--- src/rtl/vga_timing_core.sv ---
// vga_timing_core: pixel-rate divider, h/v timing counters, sync/blank decode
// and gated RGB output. Optional colour-bar source: VGA_TEST_PATTERN_EN.
module vga_timing_core #(
    parameter int DIV      = 2,
    parameter int H_ACTIVE = 640,
    parameter int H_FP     = 16,
    parameter int H_SYNC   = 96,
    parameter int H_BP     = 48,
    parameter int V_ACTIVE = 480,
    parameter int V_FP     = 10,
    parameter int V_SYNC   = 2,
    parameter int V_BP     = 33,
    parameter bit HS_POL   = 1'b0,
    parameter bit VS_POL   = 1'b0,
    parameter int RGB_W    = 8
) (
    input  logic             clk,
    input  logic             rst,
    input  logic [RGB_W-1:0] in_rgb,
`ifdef VGA_TEST_PATTERN_EN
    input  logic             test_mode,
`endif
    output logic             pix_tick,
    output logic [10:0]      pix_x,
    output logic [9:0]       pix_y,
    output logic             hsync,
    output logic             vsync,
    output logic             video_on,
    output logic [RGB_W-1:0] rgb,
    output logic             frame_start
);

    localparam int H_TOTAL  = H_ACTIVE + H_FP + H_SYNC + H_BP;
    localparam int V_TOTAL  = V_ACTIVE + V_FP + V_SYNC + V_BP;
    localparam int HS_FIRST = H_ACTIVE + H_FP;
    localparam int HS_LAST  = HS_FIRST + H_SYNC - 1;
    localparam int VS_FIRST = V_ACTIVE + V_FP;
    localparam int VS_LAST  = VS_FIRST + V_SYNC - 1;
    localparam int CW       = (DIV > 1) ? $clog2(DIV) : 1;

    localparam logic [CW-1:0] TICK_LAST = CW'(DIV - 1);
    localparam logic [10:0]   H_LAST    = 11'(H_TOTAL - 1);
    localparam logic [9:0]    V_LAST    = 10'(V_TOTAL - 1);

`ifdef VGA_TEST_PATTERN_EN
    localparam int BAR_W = (H_ACTIVE / 8 > 0) ? H_ACTIVE / 8 : 1;
    localparam int B_W   = RGB_W / 3;
    localparam int G_W   = (RGB_W - B_W) / 2;
    localparam int R_W   = RGB_W - G_W - B_W;
`endif

    logic [CW-1:0]    tick_cnt;
    logic [10:0]      h_cnt;
    logic [9:0]       v_cnt;
    logic             h_last;
    logic             v_last;
    logic             hs_act;
    logic             vs_act;
    logic             vis;
    logic [RGB_W-1:0] colour;

`ifdef VGA_TEST_PATTERN_EN
    logic [10:0]      bar_q;
    logic [2:0]       bar_idx;
`endif

    assign pix_tick = (tick_cnt == TICK_LAST);
    assign h_last   = (h_cnt == H_LAST);
    assign v_last   = (v_cnt == V_LAST);
    assign pix_x    = h_cnt;
    assign pix_y    = v_cnt;

    // Pixel-rate divider: counts 0..DIV-1, tick on the last count.
    always_ff @(posedge clk or posedge rst) begin
        if (rst) begin
            tick_cnt <= '0;
        end else if (pix_tick) begin
            tick_cnt <= '0;
        end else begin
            tick_cnt <= tick_cnt + 1'b1;
        end
    end

    // Raster counters: h wraps at line end and carries into v.
    always_ff @(posedge clk or posedge rst) begin
        if (rst) begin
            h_cnt <= '0;
            v_cnt <= '0;
        end else if (pix_tick) begin
            if (h_last) begin
                h_cnt <= '0;
                v_cnt <= v_last ? '0 : v_cnt + 1'b1;
            end else begin
                h_cnt <= h_cnt + 1'b1;
            end
        end
    end

    // Decode sync windows, visibility and pixel colour from current counters.
    always_comb begin
        hs_act = (h_cnt >= 11'(HS_FIRST)) && (h_cnt <= 11'(HS_LAST));
        vs_act = (v_cnt >= 10'(VS_FIRST)) && (v_cnt <= 10'(VS_LAST));
        vis    = (h_cnt < 11'(H_ACTIVE)) && (v_cnt < 10'(V_ACTIVE));
        colour = in_rgb;
`ifdef VGA_TEST_PATTERN_EN
        bar_q   = h_cnt / 11'(BAR_W);
        bar_idx = (bar_q > 11'd7) ? 3'd7 : bar_q[2:0];
        if (test_mode) begin
            colour = {{R_W{bar_idx[2]}},
                      {G_W{bar_idx[1]}},
                      {B_W{bar_idx[0]}}};
        end
`endif
    end

    // Display outputs load on the tick edge, one pixel behind pix_x/pix_y.
    always_ff @(posedge clk or posedge rst) begin
        if (rst) begin
            hsync       <= ~HS_POL;
            vsync       <= ~VS_POL;
            video_on    <= 1'b0;
            rgb         <= '0;
            frame_start <= 1'b0;
        end else begin
            frame_start <= pix_tick && (h_cnt == '0) && (v_cnt == '0);
            if (pix_tick) begin
                hsync    <= hs_act ? HS_POL : ~HS_POL;
                vsync    <= vs_act ? VS_POL : ~VS_POL;
                video_on <= vis;
                rgb      <= vis ? colour : '0;
            end
        end
    end

endmodule

--- config.mk ---
export PLATFORM = sky130hd
export DESIGN_NAME = vga_timing_core
export DESIGN_NICKNAME = d
export VERILOG_FILES = /design/src/rtl/vga_timing_core.sv
export SDC_FILE = /design/constraint.sdc
export NUM_CORES = 1
export LEC_CHECK = 0
export CORE_UTILIZATION = 43
export DETAILED_ROUTE_END_ITERATION = 10
export GPL_TIMING_DRIVEN = 0
export PLACE_DENSITY_LB_ADDON = 0.08
export SYNTH_ARGS = -nofsm -noshare
export SYNTH_HDL_FRONTEND = slang
export SYNTH_SLANG_ARGS = --single-unit
--- constraint.sdc ---
create_clock -name clk -period 1.6 [get_ports clk]
set_clock_uncertainty 0.2 [all_clocks]
set_input_delay 0.16 -clock clk [delete_from_list [all_inputs] [get_ports clk]]
set_output_delay 0.16 -clock clk [all_outputs]
set_load 0.005 [all_outputs]
# Yosys cells after proc, flatten, opt, wreduce, memory -nomap -nowiden
# Index checks and enable logic that the tools add are counted.
[word_totals]
ff_bits = 34
input_bits = 10
[classes]
n_lt_le_gt_ge = 6
mux = 6
add_sub_neg = 3
reduce_logical = 8
eq_ne = 2
[op_table]
columns = ["op", "count"]
rows = [
  ["$add A11 B1 Y11 const B", 1],
  ["$eq A11 B10 Y1 const B", 1],
  ["$ge A11 B10 Y1 const B", 1],
  ["$le A11 B10 Y1 const B", 1],
  ["$logic_not A11 Y1", 1],
  ["$lt A11 B10 Y1 const B", 1],
  ["$mux W11", 1],
  ["$add A10 B1 Y10 const B", 1],
  ["$eq A10 B10 Y1 const B", 1],
  ["$ge A10 B9 Y1 const B", 1],
  ["$le A10 B9 Y1 const B", 1],
  ["$logic_not A10 Y1", 1],
  ["$lt A10 B9 Y1 const B", 1],
  ["$mux W10", 1],
  ["$mux W8", 1],
  ["$logic_and A1 B1 Y1", 5],
  ["$mux W1", 3],
  ["$reduce_and A2 Y1", 1],
  ["$add A1 B1 Y1 const B", 1],
]

# Depth between registers and ports, before layout
[logic_depth]
ltp_word = 3
depth_mapped = 6
depth_no_buf = 6

# Least setup slack after synthesis
# No wires, ideal clock.
[synth_path]
path_kind = "register to register"
startpoint = "register v_cnt[0], in the netlist pix_y[0]"
endpoint = "register v_cnt[4], in the netlist pix_y[4]"
setup_time_ns = 0.066
path_slack_ns = -0.144
arrival_time_ns = 1.478
stages_incl_launch_ff = 7
n_path_buf = 0
cell_sequence = "dfrtp_1 -> inv_1 -> ha_1 -> nor4b_1 -> nand3_1 -> or4b_1 -> nand2_1"
[synth_via]
elab_chain_cells = 2
elab_cells_between_ends = 3
cone_classes = "add/sub (1); eq/ne (1); mux (1)"
[synth_rtl]
columns = ["item", "line", "rtl"]
rows = [
  ["start: declaration", "54", "logic [9:0] v_cnt;"],
  ["start signal: assignment", "92", "v_cnt <= v_last ? '0 : v_cnt + 1'b1;"],
  ["$add A10 B1 Y10 / $eq A10 B10 Y1 (equally long branches)", "92, 69", ""],
  ["$mux W10 *", "92", ""],
]
# Every way passes the cells marked *; elsewhere a longest branch is shown, timed or not.
# A chain may end at the register's enable or synchronous reset.

# Worst setup path in the final report
[layout_path]
startpoint = "register v_cnt[8], in the netlist pix_y[8]"
endpoint = "register v_cnt[9], in the netlist pix_y[9]"
# Same word-level chain as after synthesis.

==> impl_metrics.env <==
export IMPL_crit_required_ps=1610
export IMPL_worstMarginPinSlew_ps=724.2
export IMPL_max_freq_mhz=544.1
export IMPL_placed_cells_incl_taps=246
export IMPL_htree_levels=2
export IMPL_dp_hpwl_microns=2568
export IMPL_area_growth_syn_to_layout_pct=67.97
export IMPL_grt_overflow=0
export IMPL_crit_chain="nand4_1, or3_1, or3_4, o21ai_2"
export IMPL_clock_tree_root_cell="sky130_fd_sc_hd__clkbuf_8"
export IMPL_viasPerCell=5.493
export IMPL_count_of_boundary_i_o_pins=44
export IMPL_initial_utilization_pct=46.97
export IMPL_arrival_ps=1850
export IMPL_status="finished with violations"
export IMPL_die_width_microns=63.55
export IMPL_tritoncts_num_buffers=5
export IMPL_drt_iter0_markers=86
export IMPL_cp_slowest_cell="sky130_fd_sc_hd__dfrtp_1"
export IMPL_first_global_vias=1532
export IMPL_power_static_leakage_nw=1.405
export IMPL_drt_wirelength_per_cell_microns=16.97
export IMPL_r2r_setup_slack_ps=-240
export IMPL_worst_setup_path_type="reg2reg"
export IMPL_final_core_utilization_pct=78.90
export IMPL_synth_largest_area_cell="sky130_fd_sc_hd__dfrtp_1"
export IMPL_power_ir_vdd_worst_mv=0.4021
export IMPL_setup_worst_path_end_class="flop"
export IMPL_hp_class="in2async"
export IMPL_failing_checks="setup timing"
export IMPL_mux_share_of_post_synthesis_cell_area_pct=0.6144
export IMPL_critPathLaunchType="flop"
export IMPL_synth_sequential_area_ratio_pct=52.38
export IMPL_die_outline_area_sq_mm=0.004039
export IMPL_leading_cell_types_by_total_area_after_synthesis="sky130_fd_sc_hd__dfrtp_1 (49%), sky130_fd_sc_hd__a22o_1 (4.3%), sky130_fd_sc_hd__ha_1 (3.8%)"
export IMPL_setup_repair_after_global_routing_missed_its_margin="yes"
export IMPL_power_density_over_cell_area_mw_per_mm2=585.4
export IMPL_final_cell_count_no_fill=294
export IMPL_ctsHoldBuffers=0
export IMPL_worst_setup_hold_path_clk_slew_ps=70
export IMPL_synth_warn=0
export IMPL_routed_wl_microns=4990
export IMPL_yosys_area_top_type_share_pct=49.16
export IMPL_max_capacitance_violation_count=0
export IMPL_yosys_area_share_simple_pct=22.04
export IMPL_post_synth_inst_count=157
export IMPL_drtPass1Iterations=4
export IMPL_die_height_microns=63.55
export IMPL_groute_usage_overall_pct=23.16
export IMPL_post_synth_xor_area_fraction_pct=6.989
export IMPL_finalHoldWorstSlack_ps=136.6
export IMPL_drc=0
export IMPL_grt_start_max_net_pins=35
export IMPL_synth_cell_types=35
export IMPL_yosys_reg_bits=34
export IMPL_power_mw=1.602
export IMPL_timing_rr_start="pix_y[8]"
export IMPL_dpl_instance_area_sq_mm=0.002202
export IMPL_cts_sinks=34
export IMPL_part_of_the_cycle_the_worst_path_needs_pct=114.9
export IMPL_synth_compound_gate_area_share_pct=10.14
export IMPL_final_min_clock_period_ps=1838
export IMPL_synth_area_per_cell_sq_um=10.38
export IMPL_post_synthesis_adder_cell_area_fraction_pct=3.840
export IMPL_critical_path_n_buffers_inverters=0
export IMPL_globalplace_congestion=0.8100
export IMPL_critPathTopFamily="simple AND/OR/NAND/NOR gates"
export IMPL_timing_max_transition_violations_final=0
export IMPL_layout_setup_ws_ps=-238.0
export IMPL_timing_reg2reg_worst_path_depth=4
export IMPL_critPathMaxFanout=4
export IMPL_syn_cell_area_sq_mm=0.001629
export IMPL_timing_max_slew_rel_slack_pct=51.62
export IMPL_core_area_sq_mm=0.003468
export IMPL_cp_depth=4
export IMPL_tritoncts_clock_tree="built"
export IMPL_post_route_cells_drive_above_1_share_pct=38.31
export IMPL_port_buffers=43
export IMPL_grt_first_pass_wirelength_microns=7245
export IMPL_placementRows=21
export IMPL_final_nets=262
export IMPL_hold_violation_count_in_the_final_report=0
export IMPL_cts_path_max_buffers=2
export IMPL_grt_antenna_before_repair=0
export IMPL_worstReg2RegEnd="pix_y[9]"
export IMPL_finish_instance_area_sq_mm=0.002736
export IMPL_insertedDiodeCount=0
export IMPL_cp_slowest_stage_delay_ps=470
export IMPL_synthesized_netlist_net_count=172
export IMPL_worstSkewPairLatency_ps=290
export IMPL_routed_via_count=1615
export IMPL_antenna_violating_nets_post_route=0
export IMPL_final_setup_viol_count=15
export IMPL_dominant_combinational_cell_family_by_area_after_synthesis="simple AND/OR/NAND/NOR gates"
-- repair_timing --
item                       in CTS  in global routing
gates resized for setup        28                 31
buffers inserted               22                 17
cloned                          1                  0
setup endpoints to repair      71                 37
pin swaps                      12                  4
-- worst max path at each step --
stage / from / end
final: pix_y[8] / pix_y[9]
after global routing: pix_y[8] / pix_y[9]
after CTS: pix_x[7] / pix_y[9]
after detailed placement: rst / pix_y[7]
after global placement: rst / pix_y[6]
after floorplan: pix_x[7] / pix_y[4]
-- state kept, by name, summed over array words and instances (netlist names) --
signal	flops
hsync	1
frame_start	1
pix_tick	1
pix_y	10
vsync	1
pix_x	11
rgb	8
video_on	1
-- power by group --
part           switching, mW  total, mW  internal (mW)
clock                  0.309      0.656          0.347
combinational         0.0271     0.0703         0.0432
sequential           0.00572      0.876          0.870
total                  0.342       1.60           1.26
-- routing by layer --
metal  routed length, microns  track usage [%]  up-vias  share of wire, %
li1                         -                -      733                 -
met1                     2084            30.94      798                42
met2                     2516            36.30       70                50
met3                      292            5.797       14               5.9
met4                       96            7.955        0               1.9
met5                        0                0        -                 0
-- stage by stage --
step	setup WS [ps]	setup TNS, ps
detailed placement	-424.0	-12600
floorplan	-76.32	-167.0
global placement	-358.3	-9901
CTS	-156.6	-1846
global route	-282.4	-3110
finish	-238.0	-1775
-- layout by cell type, fill, tap and decap left out, types with 6 or more instances in the layout --
master,synthesis,final
sky130_fd_sc_hd__a22o_1,8,8
sky130_fd_sc_hd__buf_4,1,33
sky130_fd_sc_hd__buf_6,1,9
sky130_fd_sc_hd__clkbuf_8,0,6
sky130_fd_sc_hd__clkdlybuf4s50_1,0,29
sky130_fd_sc_hd__dfrtp_1,32,19
sky130_fd_sc_hd__dfrtp_2,0,13
sky130_fd_sc_hd__dlymetal6s2s_1,0,9
sky130_fd_sc_hd__nand2_1,12,11
sky130_fd_sc_hd__nand4_1,8,8
sky130_fd_sc_hd__nor2_1,13,7
sky130_fd_sc_hd__nor2_2,0,6
sky130_fd_sc_hd__xnor2_1,6,6
sky130_fd_sc_hd__xor2_1,7,7
-- final cells by class --
| class | count | area [sq um] |
|---|---|---|
| clock buffers | 7 | 86.33 |
| inverters | 8 | 33.78 |
| flip-flops and latches | 34 | 869.6 |
| fillers | 228 | 732.0 |
| plain buffers | 6 | 51.30 |
| multi-input cells | 109 | 850.8 |
| well taps | 46 | 57.56 |
| clock inverters | 1 | 5.005 |
| repair buffers | 83 | 782.0 |
-- cells in the mapped netlist (all sizes together) --
cell type,n
nand3,6
a22o,8
and4bb,1
ha,5
nand4,8
a41oi,1
or3,3
nand2,12
dfrtp,32
o211ai,1
buf,3
nor2b,1
a21oi,6
a31oi,1
mux2i,1
nor4b,3
and4,2
clkbuf,3
inv,8
and2,2
nor3,6
xnor2,6
o21ai,7
dfstp,2
nand2b,2
or4b,1
a21o,1
xor2,7
and3,2
nor4,3
nor2,13
-- cells by family after synthesis --
family / Yosys count
xor gates and xnor gates: 13
DFF: 34
adders and majority gates: 5
and+or+nand+nor: 65
AOI/OAI and AO/OA: 25
muxes: 1
buffers and inverters: 14
Power figures use the tool's default switching activity.
